$ cat src/rtl/scope_frame_scheduler.sv
// Frame scheduler for a scope display: reads one sample per row, then streams a full
// row of RGB565 pixels (trace, grid or background) to the LT24 pixel driver.
module scope_frame_scheduler #(
  parameter int unsigned LCD_W     = 240,
  parameter int unsigned LCD_H     = 320,
  parameter int unsigned GRID_X    = 30,
  parameter int unsigned GRID_Y    = 40,
  parameter logic [15:0] TRACE_COL = 16'hFFE0,
  parameter logic [15:0] GRID_COL  = 16'h4208,
  parameter logic [15:0] BG_COL    = 16'h0000
) (
  input  logic        clock,
  input  logic        rstApp,
  input  logic        startFrame,
  output logic [8:0]  sampAddr,
  input  logic [7:0]  sampData,
  output logic [7:0]  xAddr,
  output logic [8:0]  yAddr,
  output logic [15:0] pixelData,
  output logic        pixelWrite,
  input  logic        pixelReady,
  output logic        busy,
  output logic        frameDone
);

  localparam int unsigned X_W   = 8;
  localparam int unsigned Y_W   = 9;
  localparam int unsigned COL_W = 16;
  localparam int unsigned GX_W  = (GRID_X > 1) ? $clog2(GRID_X) : 1;
  localparam int unsigned GY_W  = (GRID_Y > 1) ? $clog2(GRID_Y) : 1;

  localparam logic [X_W-1:0]  X_LAST  = X_W'(LCD_W - 1);
  localparam logic [Y_W-1:0]  Y_LAST  = Y_W'(LCD_H - 1);
  localparam logic [GX_W-1:0] GX_LAST = GX_W'(GRID_X - 1);
  localparam logic [GY_W-1:0] GY_LAST = GY_W'(GRID_Y - 1);

  typedef enum logic [2:0] {
    IDLE  = 3'd0,
    FETCH = 3'd1,
    LATCH = 3'd2,
    PIXEL = 3'd3,
    DONE  = 3'd4
  } stateT;

  stateT state, stateNext;

  logic [X_W-1:0]   prevS, curS, loS, hiS;
  logic [GX_W-1:0]  gridX;
  logic [GY_W-1:0]  gridY;

  logic [X_W-1:0]   xNext, prevNext, curNext, loNext, hiNext;
  logic [Y_W-1:0]   yNext, sampNext;
  logic [GX_W-1:0]  gridXNext;
  logic [GY_W-1:0]  gridYNext;
  logic [COL_W-1:0] pixNext;
  logic             writeNext, busyNext, doneNext;

  logic             accept;
  logic [X_W-1:0]   sampClamped;
  logic [X_W-1:0]   prevEff;

  assign accept      = pixelWrite & pixelReady;
  assign sampClamped = (sampData > X_LAST) ? X_LAST : sampData;
  assign prevEff     = (yAddr == '0) ? sampClamped : prevS;

  // Colour priority: trace span, then grid lines / border, then background.
  function automatic logic [COL_W-1:0] colourOf(
    input logic [X_W-1:0]  x,
    input logic [X_W-1:0]  lo,
    input logic [X_W-1:0]  hi,
    input logic [GX_W-1:0] gx,
    input logic [GY_W-1:0] gy,
    input logic [Y_W-1:0]  y
  );
    if ((x >= lo) && (x <= hi)) begin
      return TRACE_COL;
    end else if ((gx == '0) || (gy == '0) || (x == X_LAST) || (y == Y_LAST)) begin
      return GRID_COL;
    end
    return BG_COL;
  endfunction

  // State register
  always_ff @(posedge clock or posedge rstApp) begin
    if (rstApp) begin
      state <= IDLE;
    end else begin
      state <= stateNext;
    end
  end

  // Next-state and datapath next values
  always_comb begin
    stateNext = state;
    xNext     = xAddr;
    yNext     = yAddr;
    sampNext  = sampAddr;
    prevNext  = prevS;
    curNext   = curS;
    loNext    = loS;
    hiNext    = hiS;
    gridXNext = gridX;
    gridYNext = gridY;
    pixNext   = pixelData;
    writeNext = pixelWrite;

    case (state)
      IDLE: begin
        if (startFrame) begin
          stateNext = FETCH;
          xNext     = '0;
          yNext     = '0;
          sampNext  = '0;
          gridXNext = '0;
          gridYNext = '0;
        end
      end
      FETCH: begin
        sampNext  = yAddr;
        stateNext = LATCH;
      end
      LATCH: begin
        curNext   = sampClamped;
        prevNext  = prevEff;
        loNext    = (prevEff < sampClamped) ? prevEff : sampClamped;
        hiNext    = (prevEff < sampClamped) ? sampClamped : prevEff;
        pixNext   = colourOf(xAddr, loNext, hiNext, gridX, gridY, yAddr);
        writeNext = 1'b1;
        stateNext = PIXEL;
      end
      PIXEL: begin
        if (accept) begin
          if (xAddr != X_LAST) begin
            xNext     = xAddr + X_W'(1);
            gridXNext = (gridX == GX_LAST) ? '0 : gridX + GX_W'(1);
            pixNext   = colourOf(xNext, loS, hiS, gridXNext, gridY, yAddr);
          end else begin
            writeNext = 1'b0;
            if (yAddr != Y_LAST) begin
              xNext     = '0;
              gridXNext = '0;
              yNext     = yAddr + Y_W'(1);
              gridYNext = (gridY == GY_LAST) ? '0 : gridY + GY_W'(1);
              prevNext  = curS;
              sampNext  = yNext;
              stateNext = FETCH;
            end else begin
              stateNext = DONE;
            end
          end
        end
      end
      DONE: begin
        stateNext = IDLE;
      end
      default: begin
        stateNext = IDLE;
      end
    endcase

    busyNext = (stateNext != IDLE);
    doneNext = (stateNext == DONE);
  end

  // Datapath and output registers
  always_ff @(posedge clock or posedge rstApp) begin
    if (rstApp) begin
      xAddr      <= '0;
      yAddr      <= '0;
      sampAddr   <= '0;
      prevS      <= '0;
      curS       <= '0;
      loS        <= '0;
      hiS        <= '0;
      gridX      <= '0;
      gridY      <= '0;
      pixelData  <= BG_COL;
      pixelWrite <= 1'b0;
      busy       <= 1'b0;
      frameDone  <= 1'b0;
    end else begin
      xAddr      <= xNext;
      yAddr      <= yNext;
      sampAddr   <= sampNext;
      prevS      <= prevNext;
      curS       <= curNext;
      loS        <= loNext;
      hiS        <= hiNext;
      gridX      <= gridXNext;
      gridY      <= gridYNext;
      pixelData  <= pixNext;
      pixelWrite <= writeNext;
      busy       <= busyNext;
      frameDone  <= doneNext;
    end
  end

endmodule
$ cat config.mk
export PLATFORM = sky130hd
export DESIGN_NAME = scope_frame_scheduler
export DESIGN_NICKNAME = d
export VERILOG_FILES = /design/src/rtl/scope_frame_scheduler.sv
export SDC_FILE = /design/constraint.sdc
export NUM_CORES = 1
export LEC_CHECK = 0
export BUFFER_PORTS_ARGS = -buffer_cell sky130_fd_sc_hd__buf_2
export CAP_MARGIN = 40
export CORE_MARGIN = 2
export CORE_UTILIZATION = 60
export CTS_CLUSTER_SIZE = 14
export DETAILED_ROUTE_END_ITERATION = 8
export PLACE_DENSITY = 0.8
export SETUP_SLACK_MARGIN = 0.3
export SYNTH_ARGS = -nofsm -noshare
export SYNTH_HDL_FRONTEND = slang
export SYNTH_SLANG_ARGS = --single-unit
export TNS_END_PERCENT = 100
$ cat constraint.sdc
create_clock -name clock -period 5.4 [get_ports clock]
set_input_delay 0.27 -clock clock [delete_from_list [all_inputs] [get_ports clock]]
set_output_delay 0.27 -clock clock [all_outputs]
set_load 0.05 [all_outputs]
== After elaboration in Yosys (flattened, before gate mapping) ==
Index checks and enable logic that the tools add are counted.
Operators by class
  muxes and demuxes: 56
  bitwise logic cells: 1
  reductions and logical operators: 23
  $add $sub $neg: 4
  $lt $le $gt $ge: 6
  equal/unequal tests: 17
Operator list (count)
  16-bit two-way mux: 8
  8-bit two-way mux: 11
  9-bit two-way mux: 4
  16-bit case mux with 2 select lines: 1
  8-bit case mux with 2 select lines: 2
  6-bit two-way mux: 5
  9-bit case mux with 3 select lines: 1
  5-bit two-way mux: 5
  9-bit case mux with 2 select lines: 1
  8-bit == test (second input constant): 2
  8-bit greater-or-equal comparator: 2
  8-bit <= comparator: 2
  3-bit two-way mux: 4
  3-bit case mux with 4 select lines: 1
  6-bit case mux with 2 select lines: 1
  5-bit logical NOT: 2
  1-bit two-way mux: 10
  2-bit != test (second input constant): 5
  5-bit case mux with 2 select lines: 1
  5-bit AND reduction: 2
  9-bit by 1-bit adder with 9-bit output (second input constant): 1
  9-bit == test (second input constant): 1
  9-bit logical NOT: 1
  9-bit != test (second input constant): 1
  other kinds (22): 33
Word-level totals
  output and inout port bits: 45
  input port bits: 12
  register bits: 91

== Longest topological paths before layout ==
Gate-level depths: netlist (run 1).
  depth after elaboration: 15
  mapped depth: 22

== Worst setup path before layout (run 1) ==
Ideal clock, no wire load.
  path type: reg2reg
  start: register yAddr[3]
  end: register pixelData[14]
  cell stages (with the launch flop): 21
  slack: 0.415 ns
  required time: 5.313 ns
  setup time: 0.087 ns
  arrival: 4.898 ns
  path buffers: 3
  cells stage by stage: dfrtp_1 nor4_2 nand4b_2 clkbuf_1 nand2_1 o21ai_0 ha_1 a21o_1 a21o_1 a221o_1 a311oi_2 buf_6 buf_8 mux2i_1 ha_1 a21oi_1 o21ai_0 o21a_1 or4_1 a311o_1 o211ai_1
On the way
  cells in the longest elaborated chain, start to end: 11
  elaborated cells on any way between the ends: 25
  classes of those cells: 3 x order compare; 1 x eq/ne; 17 x mux; 4 x reduce/logical
Ends and longest elaborated chain
  from (decl): RTL line 18  | output logic [8:0] yAddr,
  from (signal assigned): RTL line 183  | yAddr <= yNext;
  branches (longest 10 deep; another with 8-bit < comparator)
  16-bit case mux with 2 select lines *: RTL line 107  | case (state)
  to (signal assigned): RTL line 191  | pixelData <= pixNext;
  to (decl): RTL line 19  | output logic [15:0] pixelData,
Every way passes the cells marked *. The select of a mux whose other input is x is not followed.
A chain may end at the register's enable or synchronous reset.

== Worst setup path in the final report (run 1) ==
Same ends and word-level chain as after synthesis.

==> reports/qor.yml, run 1 <==
status: "complete, no violations"
arrival_ns: 5.18
final_hold_viol_count: 0
area_delta_synth_final_pct: 9.65
path_class: "reg -> reg"
switching_share_pct: 36.8
num_vias: 4611
ys_seq_area_share_pct: 36.3
maxCapViolCount: 0
die_area_mm2: 0.00974
vdd_drop_max_uv: 138
wire_per_inst_um: 16.4
numPortBuffers: 52
num_antenna_cells: 0
power_density_mw_per_mm2: 268
die_h_um: 98.7
ios: 57
grt_pass1_wl_um: 21300
p_sw_uw: 582
layout-drive-gt1-share_pct: 14.6
fin_cells: 771
hold_class: "in -> reg"
worstMarginPinSlew_ns: 0.897
avgSynthCellArea_um2: 8.71
synth.distinct_cells: 69
ant_nets: 0
rsz0062_at_grt: "false"
grt_pass1_vias: 4407
place.gp.congestion: 0.860
clock_power_share_pct: 29.4
cts_tree: "built"
power_frac_comb_pct: 26.9
die_w_um: 98.7
clk_latency_ns: 0.36
drt_iter0_drc: 270
drc: 0
drt_first_pass_iters: 5
cts_buffers: 9
dp_cells: 748
maxSlewViolCount: 0
p_int_uw: 999
grt.overflow.total: 0
start_kind: "flop"
core_area_mm2: 0.00872
fin_crit_sh_pct: 90.9
grt_max_degree: 56
worstSetupEndpointType: "flop"
clockBufferDepth: 2
cts_sinks: 78
seqPwrFrac_pct: 43.7
antenna_found_initial: 0
finalSetupViolCount: 0
synth_warnings: 0
fin_nets: 718
grtUsageTotal_pct: 26.6
synth_top_flop_cell: "dfrtp_1"
rows: 34
initial_core_util_pct: 61.7
synth_cells: 618
wl_um: 12600
worst-path-max-fanout: 13
avgViaCountPerCell: 5.98
root_buffer: "clkbuf_8"
synthesis.area_mm2: 0.00538
leakagePower_nw: 3.05
htreeDepth: 3
finalSetupTns_ns: 0
slew_headroom_pct: 40.2
clkTransAtPathRegs_ns: 0.10
synthArstFlopShare_pct: 100
whs_ns: 0.181
max_freq_mhz: 204
synth-edff-count: 0
post-dp-hpwl_um: 9180
fin_skew_ns: 0.0173
ys_ff_latch: 78
required_ns: 5.67
p_total_mw: 1.58
post-route-min-period_ns: 4.91
-- synth_stat cells, types with 2 or more instances --
cell | n | area [um^2]
a21oi_1 | 19 | 95.1
and4b_1 | 2 | 20.0
a211oi_1 | 2 | 15.0
o21ai_0 | 69 | 345
nand3_1 | 15 | 75.1
mux2i_1 | 19 | 190
buf_6 | 4 | 45.0
xnor2_1 | 5 | 43.8
a31oi_1 | 5 | 31.3
o21ai_1 | 6 | 30.0
o31ai_1 | 14 | 105
and2_1 | 2 | 12.5
nor2_1 | 39 | 146
a211o_1 | 2 | 17.5
o21a_1 | 3 | 22.5
o211ai_1 | 5 | 37.5
nand3b_1 | 4 | 30.0
or3_1 | 4 | 25.0
or4_1 | 3 | 22.5
clkbuf_1 | 13 | 48.8
a22o_1 | 2 | 17.5
nor3_1 | 7 | 35.0
nand2b_1 | 11 | 68.8
buf_4 | 17 | 128
or2_0 | 2 | 12.5
nor4b_1 | 2 | 17.5
buf_2 | 5 | 25.0
xor2_1 | 10 | 87.6
nor2b_1 | 6 | 37.5
o2111ai_1 | 2 | 17.5
buf_1 | 2 | 7.51
o31ai_2 | 2 | 25.0
nand4_1 | 11 | 68.8
nand2_1 | 93 | 349
or2_2 | 2 | 12.5
a2111oi_0 | 2 | 17.5
and3_1 | 8 | 50.1
dfrtp_1 | 78 | 1950
or3b_1 | 2 | 17.5
ha_1 | 48 | 601
and3b_1 | 3 | 26.3
inv_1 | 36 | 135
a21o_1 | 6 | 45.0
-- flip-flops by register name (all words and copies together), names as in the netlist --
signal and cells:
sampAddr 9, yAddr 9, curS 8, hiS 8, loS 8, prevS 8, xAddr 8, gridY 6
gridX 5, pixelData 3, state 3, busy 1, frameDone 1, pixelWrite 1
-- power by group through the flow --
| stage | clock network, mW | logic (mW) | registers [mW] |
|---|---|---|---|
| 2_1_floorplan | 0 | 0.308 | 0.708 |
| 3_3_place_gp | 0 | 0.383 | 0.697 |
| 4_1_cts | 0.471 | 0.411 | 0.690 |
| 6_report | 0.465 | 0.425 | 0.691 |
| 3_5_place_dp | 0 | 0.406 | 0.701 |
| 5_1_grt | 0.495 | 0.471 | 0.698 |
-- per-layer routing --
metal | up-vias | global-route usage [%] | wire, um
li1 | 2256 | - | -
met1 | 2187 | 36.1 | 5580
met2 | 149 | 44.5 | 6170
met3 | 19 | 4.40 | 674
met4 | 0 | 7.38 | 222
met5 | - | 0 | 0
-- worst max-delay path, stage by stage (launching register included) --
cell and delay, ns:
dfrtp_1 0.50, nor4_4 0.38, nand4b_4 0.21, o21ai_1 0.24
ha_1 0.28, a21o_1 0.16, a21o_1 0.18, a221o_1 0.35
a311oi_2 0.26, buf_6 0.21, buf_12 0.13, mux2i_1 0.29
ha_1 0.32, a21oi_1 0.15, o21ai_0 0.09, o21a_1 0.13
or4_1 0.52, a311o_1 0.33, o211ai_1 0.09
-- cells in the final DEF (no fill, tap or decap), types with 3 or more instances in the layout --
cell / Yosys / final
xnor2_1: 5 / 5
o21a_1: 3 / 3
o21ai_1: 6 / 10
o31ai_1: 14 / 14
or4_1: 3 / 3
and3_1: 8 / 8
clkbuf_8: 0 / 9
mux2i_1: 19 / 19
a21o_1: 6 / 6
nor2b_1: 6 / 6
nand2_1: 93 / 93
nor3_1: 7 / 7
a31oi_1: 5 / 5
nand3_1: 15 / 15
nand4_1: 11 / 11
dfrtp_1: 78 / 78
nor2_1: 39 / 39
o211ai_1: 5 / 5
and3b_1: 3 / 3
xor2_1: 10 / 10
conb_1: 1 / 4
or3_1: 4 / 4
buf_2: 5 / 52
o21ai_0: 69 / 65
nand3b_1: 4 / 4
buf_4: 17 / 12
ha_1: 48 / 48
nand2b_1: 11 / 11
a21oi_1: 19 / 19
inv_1: 36 / 35
-- cell type report --
cell class	count	area, um^2
clock buffers	9	124
clock inverters	7	81.3
fillers	688	2820
inverters	36	135
multi-input cells	465	3050
flip-flops and latches	78	1950
well taps	108	135
repair buffers	68	419
-- through the flow --
step	worst slack [ns]	cell area (um^2)	util, %
after floorplan	0.415	5390	-
after global placement	0.661	5580	64.0
after detailed placement	0.401	5610	64.3
after CTS	0.377	5820	66.8
after global routing	0.205	5900	67.7
final	0.491	5900	67.7
-- path summary, 6_finish.rpt --
check	startpoint	end	slack (ns)	cells past startpoint
worst max-delay path	yAddr[3]	pixelData[14]	0.49	18
worst min-delay path	startFrame	busy	0.18	3
worst max register to register	yAddr[3]	pixelData[14]	0.49	18
worst min register to register	sampAddr[1]	sampAddr[1]	0.48	2
max in group asynchronous	rstApp	loS[4]	4.30	5
min in group asynchronous	rstApp	gridX[2]	0.51	4
-- cell families after synthesis --
| kind of cell | count (synthesis) | share of synthesized area (%) |
|---|---|---|
| AOI/OAI and AO/OA | 151 | 17.4 |
| xor gates and xnor gates | 15 | 2.44 |
| adders and majority gates | 48 | 11.2 |
| buffers and inverters | 78 | 7.51 |
| DFF | 78 | 36.3 |
| muxes | 20 | 3.74 |
| other | 1 | 0.0697 |
| and+or+nand+nor | 227 | 21.4 |
-- what timing repair did --
| item | in CTS | in global routing |
|---|---|---|
| buffers inserted | 0 | 6 |
| hold buffers | 1 | 0 |
| setup endpoints to repair | 0 | 3 |
| gates resized for setup | 0 | 7 |
| hold endpoints to repair | 23 | 0 |
No activity file was read; power rests on OpenSTA's default activity.
==> run 2, diff against run 1 <==
- clock period: 5.4 -> 5.05 ns (I/O delays scaled with it)
==> run 2 against run 1 <==
Utilization is 2.3 points higher. Critical path depth up 1. Critical endpoint unchanged. Largest cell class unchanged. Setup slack lost 0.25 ns. Final area grew 3.5%. Global-route usage increased by 0.27 points.
==> reports/qor.yml, run 2 (same netlist as run 1, synthesis figures left out) <==
avgViaCountPerCell: 6.04
maxCapViolCount: 0
layout_commonest_cell: "nand2_1"
fin_skew_ns: 0.0216
die_w_um: 98.7
area_delta_synth_final_pct: 13.4
hold_class: "in -> reg"
p_sw_uw: 636
numPortBuffers: 52
drt_iter0_drc: 378
dp_cells: 752
p_total_mw: 1.72
htreeDepth: 3
core_area_mm2: 0.00872
finalSetupTns_ns: 0
grt_pass1_vias: 4324
power_density_mw_per_mm2: 282
grt_max_degree: 38
power_frac_comb_pct: 28.0
r2r_setup_slack_ns: 0.25
leakagePower_nw: 3.10
post-dp-hpwl_um: 9370
fin_nets: 730
required_ns: 5.33
worst-path-max-fanout: 6
finalSetupViolCount: 0
post-route-min-period_ns: 4.80
fillers: 662
rows: 34
clk_latency_ns: 0.37
maxSlewViolCount: 0
root_buffer: "clkbuf_8"
p_int_mw: 1.08
vdd_drop_max_uv: 164
final_hold_viol_count: 0
max_freq_mhz: 208
wire_per_inst_um: 16.7
layout-drive-gt1-share_pct: 19.0
worstMarginPinSlew_ns: 0.651
dp_slack_ns: 0.0942
grtUsageTotal_pct: 26.9
drt_first_pass_iters: 5
cts_tree: "built"
fin_util_pct: 70.0
fin_cells: 783
clockBufferDepth: 2
placed_area_mm2: 0.00565
antenna_found_initial: 0
initial_core_util_pct: 61.7
drc: 0
reg.largest.list: "sampAddr: 9 flops, yAddr: 9 flops"
status: "complete, no violations"
grt_pass1_wl_um: 21200
path_class: "reg -> reg"
num_vias: 4731
clock_power_share_pct: 29.1
num_antenna_cells: 0
whs_ns: 0.172
clkTransAtPathRegs_ns: 0.09
die_h_um: 98.7
worstSetupEndpointType: "flop"
seqPwrFrac_pct: 42.9
slew_headroom_pct: 56.6
cts_sinks: 78
ios: 57
setup_ws_ns: 0.245
place.gp.congestion: 0.870
ant_nets: 0
switching_share_pct: 37.0
die_area_mm2: 0.00974
wl_um: 13100
start_kind: "flop"
final_cell_mix: "nand2_1, dfrtp_1, o21ai_0"
cts_buffers: 9
rsz0062_at_grt: "true"
grt.overflow.total: 0
design_area_mm2: 0.00610
arrival_ns: 5.08
fin_crit_sh_pct: 95.1
run 2: worst max-delay path, stage by stage, from the launching register on:
cell,delay (ns)
dfrtp_2,0.46
nor4_4,0.45
nand4b_2,0.23
buf_4,0.19
buf_4,0.13
o21ai_0,0.19
buf_4,0.18
ha_1,0.25
o2111ai_1,0.09
a31oi_1,0.08
a311oi_2,0.38
buf_6,0.21
mux2i_2,0.26
ha_1,0.30
a21oi_1,0.15
o21ai_0,0.13
o21a_1,0.14
or4_4,0.53
a311o_1,0.28
o211ai_1,0.10
run 2: power by group through the flow:
stage / clock [mW] / sequential (mW) / combinational, mW
6_report: 0.500 / 0.739 / 0.481
5_1_grt: 0.534 / 0.745 / 0.535
4_1_cts: 0.507 / 0.737 / 0.453
3_5_place_dp: 0 / 0.749 / 0.435
3_3_place_gp: 0 / 0.745 / 0.412
2_1_floorplan: 0 / 0.757 / 0.330
run 2: area by class of cell:
| cell class | instances | area [um^2] | share of cell area (%) |
|---|---|---|---|
| clock buffer | 9 | 124 | 2.03 |
| timing repair buffer | 79 | 510 | 8.36 |
| clock inverter | 7 | 78.8 | 1.29 |
| inverter | 36 | 135 | 2.21 |
| multi-input combinational | 466 | 3160 | 51.8 |
| sequential | 78 | 1960 | 32.1 |
| tap | 108 | 135 | 2.21 |
run 2: layer usage:
layer  up-vias  GRT usage (%)  wire length, um
met3        13           4.75              651
met5         -              0                0
met1      2290           36.1             5810
li1       2276              -                -
met4         0           7.17              153
met2       152           45.3             6460
run 2: final timing paths:
check | from | endpoint | cells past startpoint
min in group asynchronous | rstApp | gridX[2] | 3
hold reg to reg | sampAddr[2] | sampAddr[2] | 2
hold / removal | startFrame | busy | 3
max in group asynchronous | rstApp | gridY[1] | 4
setup / recovery | yAddr[8] | pixelData[14] | 19
setup reg to reg | yAddr[8] | pixelData[14] | 19
run 2: timing repair:
action,CTS,global route
gates cloned,0,2
pin swaps,1,12
buffers inserted,7,5
endpoints found under the setup margin,3,3
hold endpoints to repair,12,0
hold buffers,1,0
resized for setup,1,23
